==> src/rtl/wb_write_port.sv <==
// wb_write_port: MEM/WB register plus register-file write port shared with a queued long-latency result source
module wb_write_port #(
   parameter int QDEPTH = 2
) (
   input  logic        clk,
   input  logic        rst,
   input  logic        stall,
   input  logic        flush,
   input  logic        mem_valid,
   input  logic        mem_regwrite,
   input  logic        mem_memtoreg,
   input  logic [4:0]  mem_rd,
   input  logic [31:0] mem_aluresult,
   input  logic [31:0] mem_readdata,
   input  logic        lat_valid,
   input  logic [4:0]  lat_rd,
   input  logic [31:0] lat_data,
   output logic        lat_ready,
   output logic        lat_pending,
   output logic        regwrite,
   output logic [4:0]  rd,
   output logic [31:0] writedata
);
   localparam int AW = $clog2(QDEPTH);
   localparam logic [AW:0] q_full = (AW+1)'(QDEPTH);
   logic          wb_valid;
   logic          wb_regwrite;
   logic [4:0]    wb_rd;
   logic [31:0]   wb_data;
   logic [4:0]    q_rd [QDEPTH];
   logic [31:0]   q_data [QDEPTH];
   logic [AW-1:0] rptr;
   logic [AW-1:0] wptr;
   logic [AW:0]   count;
   logic          wb_live;
   logic          push;
   logic          pop;
   always_comb begin
      wb_live     = wb_valid && wb_regwrite && (wb_rd != 5'd0);
      lat_ready   = count != q_full;
      lat_pending = count != '0;
      pop         = !wb_live && lat_pending;
      push        = lat_valid && lat_ready && (lat_rd != 5'd0);
      regwrite    = wb_live || pop;
      rd          = wb_live ? wb_rd : pop ? q_rd[rptr] : 5'd0;
      writedata   = wb_live ? wb_data : pop ? q_data[rptr] : 32'd0;
   end
   always_ff @(posedge clk or posedge rst) begin
      if (rst) begin
         wb_valid    <= 1'b0;
         wb_regwrite <= 1'b0;
         wb_rd       <= 5'd0;
         wb_data     <= 32'd0;
         rptr        <= '0;
         wptr        <= '0;
         count       <= '0;
      end else begin
         if (flush || stall) begin
            wb_valid    <= 1'b0;
            wb_regwrite <= 1'b0;
            wb_rd       <= 5'd0;
            wb_data     <= 32'd0;
         end else begin
            wb_valid    <= mem_valid;
            wb_regwrite <= mem_regwrite;
            wb_rd       <= mem_rd;
            wb_data     <= mem_memtoreg ? mem_readdata : mem_aluresult;
         end
         rptr  <= rptr + AW'(pop);
         wptr  <= wptr + AW'(push);
         count <= count + (AW+1)'(push) - (AW+1)'(pop);
      end
   end
   // storage needs no reset: entries are only read while count says they are valid
   always_ff @(posedge clk) begin
      if (push) begin
         q_rd[wptr]   <= lat_rd;
         q_data[wptr] <= lat_data;
      end
   end
endmodule

==> config.mk <==
export PLATFORM = sky130hd
export DESIGN_NAME = wb_write_port
export DESIGN_NICKNAME = d
export VERILOG_FILES = /design/src/rtl/wb_write_port.sv
export SDC_FILE = /design/constraint.sdc
export NUM_CORES = 1
export LEC_CHECK = 0
export ABC_AREA = 1
export CAP_MARGIN = 15
export CELL_PAD_IN_SITES_DETAIL_PLACEMENT = 0
export CELL_PAD_IN_SITES_GLOBAL_PLACEMENT = 1
export CORE_ASPECT_RATIO = 1.4
export CORE_UTILIZATION = 35
export DETAILED_ROUTE_END_ITERATION = 10
export GPL_TIMING_DRIVEN = 1
export PLACE_DENSITY_LB_ADDON = 0.12
export SYNTH_ARGS = -nofsm -noshare
export SYNTH_HDL_FRONTEND = slang
export SYNTH_SLANG_ARGS = --single-unit
==> constraint.sdc <==
create_clock -name clk -period 2.65 [get_ports clk]
set_input_delay 0.3975 -clock clk [delete_from_list [all_inputs] [get_ports clk]]
set_output_delay 0.3975 -clock clk [all_outputs]
set_load 0.01 [all_outputs]
==> metrics.txt, run 1 <==
post-CTS sizing=0; DRC viols=0; Cell Count, Final, Fillers Out=about 870; post-detail-place hpwl=9440 um; DR pass1 iterations=4; endpoint class of the critical path=output port; Ports=154; Critical Path Source=wb_rd[0]$_DFF_PP0_; via/cell ratio=around 4.6; Synth area leaders=edfxtp_1 (44%), dfrtp_1 (21%), nand2_1 (19%); sequential share of the synthesized area=65.1%; post-DR wirelength/cell=15.8 um; Power per Cell Area=982 mW/mm^2; Post-Route WL=13800 um; count of pins over their slew limit=0; CTS clk-pin slew, worst paths=0.06 ns; clock skew=0.00614 ns; initial drt markers=191; Max VDD drop=0.466 mV; MaxCap Viol Count=0; Tmin final=2.53 ns; GRT Total Usage=19.3%; leakage=3.23 nW; Yosys reg bits=117; die area=0.0150 mm^2; CORE AREA=approximately 0.014 mm^2; FF-to-FF setup slack=0.69 ns; Cell Area, Synth=0.00507 mm^2; commonest non-fill, non-tap cells in the layout=nand2_1 (255), clkdlybuf4s50_1 (153), edfxtp_1 (74), dfrtp_1 (43), nand3_1 (40); Worst R2R End=count[1]$_DFF_PP0_; Syn Area/Cell=9.84 um^2; startpoint types=flop; Cell variety after synth=20; worst skew pair latency=0.40 ns; vias in the first global route=4064; Setup Buffers After CTS=0; Crit Path Class=reg2out; IO buf count=about 150; first-pass GRT wire length=21500 um; Mapped Nets=around 630; Area growth syn-to-layout=45.4%; RSZ-0062 raised after global routing=true; clock buffer depth=2; row count=about 50; Worst Tran Pin Value=0.885 ns; Placed Cells=839; largest net degree at the start of global routing=40; path depth of the worst reg2reg path=11; CTS tree=built; Final Hold Viols=0; share of cells above drive strength 1=8.45%; Synth warnings=0; hold buffers post-CTS=0; status=completed; Mapped Cells=515; initial antenna violation count=0; reg2reg start=wb_rd[0]$_DFF_PP0_; Critical Path AT=between 2 and 2.5 ns; CTS sink cnt=117; Peak Freq=395 MHz; Overflow after GRT=0; cell taking the most area after synthesis=edfxtp_1; antenna viol nets, final=0; Slew headroom=41.0%; most common cell after layout, fill and taps aside=nand2_1; maximum fanout along the worst path=20; Num CTS Buffers=17; Yosys top cell area share=43.8%; Root Buffer=clkbuf_16; Final period util=95.4%; htree depth=4; Hold Slack=0.354 ns; final setup fails=0; nets=a little under 800; CP required=2.25 ns; die width=~100 um; Hold Path Class=in2async; Chip Height=~140 um; initial core utilization=~36%; Routability Congestion=0.760; vias post-DR=between 3000 and 4000
[registers in the layout, indices dropped and copies added, names as in the netlist]
signal and cells:
q_data 64, wb_data 32, q_rd 10, wb_rd 5, count 2, rptr 1, wb_regwrite 1, wb_valid 1
wptr 1
[layer usage]
layer	GRT usage [%]	wire, um
met1	21.5	5520
met2	35.2	7520
met3	4.33	552
met4	8.87	193
met5	0	0
[layout make-up]
type | instances | area, um^2
Tap cell | 185 | 231
Multi-Input combinational cell | 348 | 1470
Sequential cell | 117 | 3300
Clock buffer | 20 | 467
Inverter | 20 | 75.1
Antenna cell | 1 | 2.50
Fill cell | 1294 | 6670
Timing Repair Buffer | 169 | 1690
Clock inverter | 12 | 129
[critical path: stages (launching register included)]
cell and delay (ns):
dfrtp_1 0.37, nor2_1 0.15, nand3_2 0.10, nand2_4 0.09, buf_4 0.26, nand3_1 0.13
nand2_1 0.10, clkdlybuf4s50_1 0.53
[synth_stat cells]
| cell type | instances |
|---|---|
| nand2_1 | 256 |
| edfxtp_1 | 74 |
| dfrtp_1 | 43 |
| nand3_1 | 40 |
| a21oi_1 | 30 |
| inv_1 | 18 |
| buf_2 | 10 |
| buf_6 | 10 |
| nor2_1 | 10 |
| buf_4 | 8 |
| ha_1 | 4 |
| a21oi_2 | 2 |
| clkbuf_1 | 2 |
| inv_2 | 2 |
| nand2_4 | 1 |
| nand3_2 | 1 |
| nor3_1 | 1 |
| or2_1 | 1 |
| xnor2_1 | 1 |
| xor2_1 | 1 |
[power by group]
group	internal [mW]	switching [mW]
Sequential	2.31	0.0757
Combinational	1.23	1.38
Clock	1.45	0.788
Total	4.99	2.25
[worst max-delay path by stage]
stage	end	cells past startpoint
2_1_floorplan	q_data[1][0]$_DFFE_PP_	5
3_3_place_gp	writedata[14]	7
3_5_place_dp	q_rd[0][1]$_DFFE_PP_	7
4_1_cts	writedata[14]	7
5_1_grt	writedata[25]	7
6_report	writedata[2]	7
[through the flow]
stage | power, mW | instance area [um^2] | worst slack, ns | util (%) | TNS [ns]
5_1_grt | 7.65 | 7370 | -0.0133 | 52.5 | -0.0507
3_3_place_gp | 5.05 | 6770 | 0.507 | 48.2 | 0
2_1_floorplan | 3.78 | 5070 | 0.623 | - | 0
6_report | 7.24 | 7370 | 0.121 | 52.5 | 0
4_1_cts | 7.33 | 7360 | 0.0736 | 52.5 | 0
3_5_place_dp | 5.08 | 6770 | 0.480 | 48.2 | 0
[cells by family after synthesis]
logic type | after synthesis | share of synthesized area [%]
XOR/XNOR | 2 | 0.346
adder cells (fa/ha/maj) | 4 | 0.987
flip-flops | 117 | 65.1
AO/OA/AOI/OAI | 32 | 3.31
buffers and inverters | 50 | 6.02
AND/OR/NAND/NOR | 310 | 24.3
No activity file was read; power rests on OpenSTA's default activity.
==> run 2: changes to the inputs <==
--- a/config.mk
+++ b/config.mk
@@ -11,6 +11,7 @@
 export CELL_PAD_IN_SITES_GLOBAL_PLACEMENT = 1
 export CORE_ASPECT_RATIO = 1.4
 export CORE_UTILIZATION = 35
+export CTS_CLUSTER_SIZE = 28
 export DETAILED_ROUTE_END_ITERATION = 10
 export GPL_TIMING_DRIVEN = 1
 export PLACE_DENSITY_LB_ADDON = 0.12
==> results of run 2 <==
The final DEF is identical to that of run 1; final timing and power are the same.
